===== config.mk =====
export PLATFORM = sky130hd
export DESIGN_NAME = muldiv_ctrl
export DESIGN_NICKNAME = d
export VERILOG_FILES = /design/src/rtl/muldiv_ctrl_pkg.sv /design/src/rtl/muldiv_ctrl_udiv_iter.sv /design/src/rtl/muldiv_ctrl.sv
export SDC_FILE = /design/constraint.sdc
export NUM_CORES = 2
export LEC_CHECK = 0
export BUFFER_PORTS_ARGS = -buffer_cell sky130_fd_sc_hd__buf_2
export CORE_MARGIN = 1
export CORE_UTILIZATION = 55
export CTS_CLUSTER_SIZE = 30
export DETAILED_ROUTE_END_ITERATION = 10
export PLACE_DENSITY = 0.72
export REMOVE_ABC_BUFFERS = 1
export SKIP_CTS_REPAIR_TIMING = 1
export SLEW_MARGIN = 15
export SYNTH_ARGS = -nofsm -noshare
export SYNTH_HDL_FRONTEND = slang
export SYNTH_SLANG_ARGS = --single-unit

===== constraint.sdc =====
create_clock -name clk -period 21.7 [get_ports clk]
set_clock_uncertainty 0.2 [all_clocks]
set_input_delay 5.425 -clock clk [delete_from_list [all_inputs] [get_ports clk]]
set_output_delay 5.425 -clock clk [all_outputs]
set_load 0.02 [all_outputs]

===== src/rtl/muldiv_ctrl_pkg.sv =====
// Shared pipeline definitions for the HI/LO multiply/divide unit: op codes,
// controller states and the divider iteration count.
package muldiv_ctrl_pkg;

  localparam int DIV_ITER = 32;
  localparam int CNT_W    = 6;

  typedef enum logic [2:0] {
    OP_NOP   = 3'd0,
    OP_MULT  = 3'd1,
    OP_MULTU = 3'd2,
    OP_DIV   = 3'd3,
    OP_DIVU  = 3'd4,
    OP_MTHI  = 3'd5,
    OP_MTLO  = 3'd6
  } muldiv_op_t;

  typedef enum logic [1:0] {
    S_IDLE = 2'd0,
    S_MUL  = 2'd1,
    S_DIV  = 2'd2
  } muldiv_state_t;

  function automatic logic [31:0] abs32(input logic [31:0] v);
    return v[31] ? (~v + 32'd1) : v;
  endfunction

endpackage


===== src/rtl/muldiv_ctrl_udiv_iter.sv =====
// Unsigned restoring divider: loads on start, runs DIV_ITER shift/subtract
// steps, then holds done with {rem, quot} until cleared or restarted.
module udiv_iter
  import muldiv_ctrl_pkg::*;
(
  input  logic        clk,
  input  logic        resetn,
  input  logic        start,
  input  logic        clear,
  input  logic [31:0] dividend,
  input  logic [31:0] divisor,
  output logic        done,
  output logic [63:0] result
);

  logic             active_q, active_d;
  logic [CNT_W-1:0] cnt_q, cnt_d;
  logic [31:0]      rem_q, rem_d;
  logic [31:0]      quot_q, quot_d;
  logic [31:0]      dsor_q, dsor_d;
  logic [32:0]      shifted;
  logic [32:0]      diff;

  assign done   = active_q & (cnt_q == CNT_W'(DIV_ITER));
  assign result = {rem_q, quot_q};

  always_comb begin
    shifted  = {rem_q, quot_q[31]};
    diff     = shifted - {1'b0, dsor_q};
    active_d = active_q;
    cnt_d    = cnt_q;
    rem_d    = rem_q;
    quot_d   = quot_q;
    dsor_d   = dsor_q;
    if (start) begin
      active_d = 1'b1;
      cnt_d    = '0;
      rem_d    = '0;
      quot_d   = dividend;
      dsor_d   = divisor;
    end else if (clear) begin
      active_d = 1'b0;
    end else if (active_q && !done) begin
      cnt_d = cnt_q + CNT_W'(1);
      // A zero divisor never borrows, giving all-ones quotient and rem = dividend.
      if (!diff[32]) begin
        rem_d  = diff[31:0];
        quot_d = {quot_q[30:0], 1'b1};
      end else begin
        rem_d  = shifted[31:0];
        quot_d = {quot_q[30:0], 1'b0};
      end
    end
  end

  always_ff @(posedge clk or negedge resetn) begin
    if (!resetn) begin
      active_q <= 1'b0;
      cnt_q    <= '0;
      rem_q    <= '0;
      quot_q   <= '0;
      dsor_q   <= '0;
    end else begin
      active_q <= active_d;
      cnt_q    <= cnt_d;
      rem_q    <= rem_d;
      quot_q   <= quot_d;
      dsor_q   <= dsor_d;
    end
  end

endmodule


===== src/rtl/muldiv_ctrl.sv =====
// HI/LO multiply/divide controller with an iterative unsigned divider core.
// Optional MULDIV_DIV0_FAST_EN: divide-by-zero completes after one busy cycle.
module muldiv_ctrl
  import muldiv_ctrl_pkg::*;
(
  input  logic        clk,
  input  logic        resetn,
  input  logic        req_valid,
  output logic        req_ready,
  input  logic [2:0]  op,
  input  logic [31:0] a,
  input  logic [31:0] b,
  input  logic        flush,
  output logic        busy,
  output logic [31:0] hi,
  output logic [31:0] lo,
  output logic [1:0]  dbg_state
);

  // Handshake: a request is taken on a rising edge where req_valid & req_ready;
  // req_ready is high only in IDLE without flush, and never depends on req_valid.

  muldiv_op_t    op_e, op_q, op_d;
  muldiv_state_t state_q, state_d;
  logic [31:0]   a_q, a_d, b_q, b_d, hi_q, hi_d, lo_q, lo_d;
  logic          neg_quot_q, neg_quot_d, neg_rem_q, neg_rem_d;
  logic          accept, is_mul_op, is_div_op, div0_fast;
  logic          core_start, core_clear, core_done;
  logic [63:0]   core_result;
  logic [31:0]   core_dividend, core_divisor, quot_u, rem_u;
  logic          sign_a, sign_b;
  logic [63:0]   product;

  assign op_e      = muldiv_op_t'(op);
  assign accept    = req_valid & req_ready;
  assign is_mul_op = (op_e == OP_MULT) | (op_e == OP_MULTU);
  assign is_div_op = (op_e == OP_DIV) | (op_e == OP_DIVU);

`ifdef MULDIV_DIV0_FAST_EN
  assign div0_fast = is_div_op & (b == 32'd0);
`else
  assign div0_fast = 1'b0;
`endif

  assign core_dividend = (op_e == OP_DIV) ? abs32(a) : a;
  assign core_divisor  = (op_e == OP_DIV) ? abs32(b) : b;
  assign quot_u        = core_result[31:0];
  assign rem_u         = core_result[63:32];

  // Sign-extending both operands makes one 64-bit multiply serve MULT and MULTU.
  assign sign_a  = (op_q == OP_MULT) & a_q[31];
  assign sign_b  = (op_q == OP_MULT) & b_q[31];
  assign product = {{32{sign_a}}, a_q} * {{32{sign_b}}, b_q};

  always_ff @(posedge clk or negedge resetn) begin
    if (!resetn) state_q <= S_IDLE;
    else         state_q <= state_d;
  end

  always_comb begin
    state_d = state_q;
    case (state_q)
      S_IDLE: begin
        if (accept) begin
          if (is_mul_op || div0_fast) state_d = S_MUL;
          else if (is_div_op)         state_d = S_DIV;
        end
      end
      S_MUL:   state_d = S_IDLE;
      S_DIV:   if (flush || core_done) state_d = S_IDLE;
      default: state_d = S_IDLE;
    endcase
  end

  always_comb begin
    req_ready  = (state_q == S_IDLE) & ~flush;
    busy       = (state_q != S_IDLE);
    core_start = (state_q == S_IDLE) & req_valid & ~flush & is_div_op & ~div0_fast;
    core_clear = (state_q == S_DIV) & (flush | core_done);
    dbg_state  = state_q;
  end

  always_comb begin
    op_d       = op_q;
    a_d        = a_q;
    b_d        = b_q;
    neg_quot_d = neg_quot_q;
    neg_rem_d  = neg_rem_q;
    hi_d       = hi_q;
    lo_d       = lo_q;
    if (accept) begin
      op_d       = op_e;
      a_d        = a;
      b_d        = b;
      neg_quot_d = (op_e == OP_DIV) & (a[31] ^ b[31]);
      neg_rem_d  = (op_e == OP_DIV) & a[31];
      if (op_e == OP_MTHI) hi_d = a;
      if (op_e == OP_MTLO) lo_d = a;
    end
    if (state_q == S_MUL && !flush) begin
      if (op_q == OP_MULT || op_q == OP_MULTU) begin
        hi_d = product[63:32];
        lo_d = product[31:0];
      end else begin
        hi_d = a_q;
        lo_d = (op_q == OP_DIV && a_q[31]) ? 32'd1 : 32'hFFFF_FFFF;
      end
    end
    if (state_q == S_DIV && !flush && core_done) begin
      hi_d = neg_rem_q  ? (32'd0 - rem_u)  : rem_u;
      lo_d = neg_quot_q ? (32'd0 - quot_u) : quot_u;
    end
  end

  always_ff @(posedge clk or negedge resetn) begin
    if (!resetn) begin
      op_q       <= OP_NOP;
      a_q        <= '0;
      b_q        <= '0;
      neg_quot_q <= 1'b0;
      neg_rem_q  <= 1'b0;
      hi_q       <= '0;
      lo_q       <= '0;
    end else begin
      op_q       <= op_d;
      a_q        <= a_d;
      b_q        <= b_d;
      neg_quot_q <= neg_quot_d;
      neg_rem_q  <= neg_rem_d;
      hi_q       <= hi_d;
      lo_q       <= lo_d;
    end
  end

  assign hi = hi_q;
  assign lo = lo_q;

  udiv_iter u_div (
    .clk      (clk),
    .resetn   (resetn),
    .start    (core_start),
    .clear    (core_clear),
    .dividend (core_dividend),
    .divisor  (core_divisor),
    .done     (core_done),
    .result   (core_result)
  );

endmodule


==> results.json <==
{
  "maxSlewHeadroom_pct": 22.89,
  "cp-end-kind": "output port",
  "fmax_mhz": 85.12,
  "hp-start": "lo[2]",
  "crit_path_start_kind": "input port",
  "grt_usage_pct": 31.51,
  "drt_iter0_markers": 3495,
  "nFillCells": 8408,
  "drt-vias-per-instance": 5.737,
  "wire_per_inst_um": 20.47,
  "r2r_start": "op_q[2]",
  "final_max_slew_viol_count": 0,
  "met3_usage_pct": 5.151,
  "grt_pass1_wl_um": 239900,
  "period_share_pct": 54.14,
  "busiest_layer": "met2",
  "cts_buffer_depth": 3,
  "seqCellArea_mm2": 0.005962,
  "synth_seq_cells": 238,
  "crit_required_ns": 16.07,
  "h-tree-depth": 1,
  "grt_pass1_vias": 43680,
  "io_pins": 139,
  "antenna_found_initial": 17,
  "dr.pass1.iters": 6,
  "yosysSeqAreaShare_pct": 11.28,
  "cts.sinks": 238,
  "vias": 41360,
  "criticalPathCategory": "input port to output port",
  "use_met1_pct": 41.96,
  "fp.dieW_um": 311.8,
  "worst_slew_pin_slew_ns": 1.127,
  "crit_fanout": 7,
  "synth.avg_cell_area_um2": 8.725,
  "area_delta_synth_final_pct": 4.629,
  "hpwlAfterDp_um": 116200,
  "cts_tree": "done",
  "ant_nets": 0,
  "drt_drc_violations_left": 0,
  "run_status": "finished, final reports clean",
  "core_mm2": 0.09501,
  "synth.distinct_cells": 74,
  "die_area_mm2": 0.09722,
  "start_util_pct": 55.56,
  "min_path_type": "register to register",
  "hold_viol_final": 0,
  "cp.arrival_ns": 6.12,
  "die_height_um": 311.8,
  "path_clk_slew_ns": 0.06,
  "crit_start": "flush",
  "nNetsFinal": 7364,
  "rsz0062_at_grt": "no",
  "min_period_ns": 11.75,
  "ys_async_sr_fraction_pct": 100.0,
  "synth_edf_count": 0,
  "cts_buffers": 25,
  "synth_cells": 6050,
  "synth_ff_type": "dfrtp_1",
  "postRouteWirelength_um": 147600,
  "row_count": 113,
  "setup_viol": 0,
  "grt_use_met2_pct": 51.56,
  "fin_setup_tns_ns": 0,
  "maxCapViolCount": 0,
  "cts_root_buf": "clkbuf_16",
  "port_buffers": 138,
  "drive_gt1_share_pct": 5.275,
  "multi_input_area_mm2": 0.04096,
  "grt_max_degree": 129,
  "synth_area_mm2": 0.05279,
  "yosys_warnings": 0,
  "clkLatencyLatePin_ns": 0.56,
  "gp_congestion": 0.9653,
  "overflow": 0
}
==> layout make-up <==
| type | instances | share of cell area (%) |
|---|---|---|
| multi-input combinational | 4232 | 74.16 |
| sequential | 238 | 10.79 |
| inverter | 1191 | 8.095 |
| tap | 1265 | 2.866 |
| timing repair buffer | 229 | 2.506 |
| clock buffer | 38 | 1.366 |
| clock inverter | 6 | 0.1767 |
| antenna | 9 | 0.04078 |
==> routing by layer <==
| metal | share of wire, % | wire [um] | vias up |
|---|---|---|---|
| met3 | 8.6 | 12690 | 372 |
| met2 | 48 | 70390 | 1714 |
| met5 | 0.035 | 51 | - |
| li1 | - | - | 18090 |
| met1 | 39 | 57640 | 21170 |
| met4 | 4.6 | 6799 | 8 |
==> final timing paths <==
check                                  to  slack (ns)  cells after the start
worst max-delay path            req_ready        9.95                      3
worst min-delay path                lo[2]        0.28                      2
worst max register to register     hi[22]       11.87                     27
worst min register to register      lo[2]        0.28                      2
max in group asynchronous         a_q[24]       15.05                      2
min in group asynchronous         b_q[11]        4.80                      1
==> flip-flops by register name, summed over array words and instances (netlist names) <==
name,count
u_div.cnt_q,6
b_q,32
u_div.dsor_q,32
u_div.rem_q,32
neg_quot_q,1
hi,32
dbg_state,2
u_div.active_q,1
neg_rem_q,1
u_div.quot_q,32
a_q,32
op_q,3
lo,32
==> cell families (layout without fill, tap and decap cells) <==
group	Yosys count	in the layout	share of synthesized area (%)
simple gates	1919	1919	16.34
buf+inv	1580	1464	11.24
fa+ha+maj	1376	1376	48.63
compound gates	693	693	8.386
flops	238	238	11.28
xor+xnor	217	217	3.601
mux	27	27	0.5191
other cells	0	9	0
==> critical path, stage by stage <==
cell and delay, ns:
buf_2 0.14, nor3_1 0.31, buf_2 0.24
==> synthesized netlist by cell type, drive strengths merged, types with 8 or more instances <==
library cell / count / area, um2
o221ai: 8 / 70.07
and3: 38 / 237.7
nand2b: 16 / 107.6
nor2: 154 / 578.1
a21o: 41 / 307.8
nor3b: 8 / 60.06
or3: 15 / 93.84
a211oi: 23 / 172.7
or2: 11 / 68.82
a221o: 13 / 130.1
clkbuf: 380 / 1428
or4: 26 / 210.2
dfrtp: 238 / 5956
ha: 250 / 3128
buf: 9 / 36.29
o31ai: 42 / 315.3
o41ai: 18 / 157.7
xnor2: 147 / 1287
a22oi: 36 / 270.3
fa: 1126 / 22540
o22ai: 8 / 50.05
o211ai: 14 / 105.1
a21oi: 157 / 785.8
nor2b: 8 / 50.05
a311oi: 9 / 78.83
and2: 299 / 1871
o21ai: 218 / 1099
nor3: 57 / 285.3
a31oi: 14 / 87.58
a221oi: 12 / 111.4
xor2: 70 / 613.1
nand3: 57 / 285.3
o311ai: 15 / 131.4
o21bai: 14 / 105.1
nand2: 1181 / 4433
mux2i: 24 / 240.2
inv: 1191 / 4471
nor4: 18 / 112.6
nand4: 14 / 87.58
==> metrics by stage <==
step | util [%] | cells | instance area [um2] | worst slack, ns | hold WS, ns
3_3_place_gp | 57.21 | 7155 | 54350 | 10.02 | 0.2583
5_1_grt | 58.13 | 7207 | 55230 | 9.931 | 0.3005
4_1_cts | 58.11 | 7199 | 55210 | 9.956 | 0.2794
6_report | 58.13 | 7208 | 55230 | 9.952 | 0.2764
3_5_place_dp | 57.21 | 7155 | 54350 | 9.954 | 0.2639
2_1_floorplan | - | 5661 | 51320 | 10.12 | 0.2498
==> cell usage in the layout (no fill, tap or decap), types with 23 or more instances in the layout <==
| cell type | count |
|---|---|
| ha_1 | 250 |
| a211oi_1 | 23 |
| dfrtp_1 | 233 |
| clkbuf_16 | 25 |
| a21oi_1 | 157 |
| nor2_1 | 152 |
| buf_2 | 137 |
| xor2_1 | 70 |
| xnor2_1 | 146 |
| a22oi_1 | 36 |
| and2_1 | 298 |
| mux2i_1 | 24 |
| a21o_1 | 41 |
| inv_1 | 1191 |
| and3_1 | 38 |
| fa_1 | 1126 |
| nand3_1 | 57 |
| nand2_1 | 1180 |
| buf_4 | 91 |
| o31ai_1 | 42 |
| o21ai_0 | 213 |
| nor3_1 | 55 |
Power is left out: the tool's default activity adds up to more than one toggle a clock period on the data nets, which glitch-free logic cannot reach.
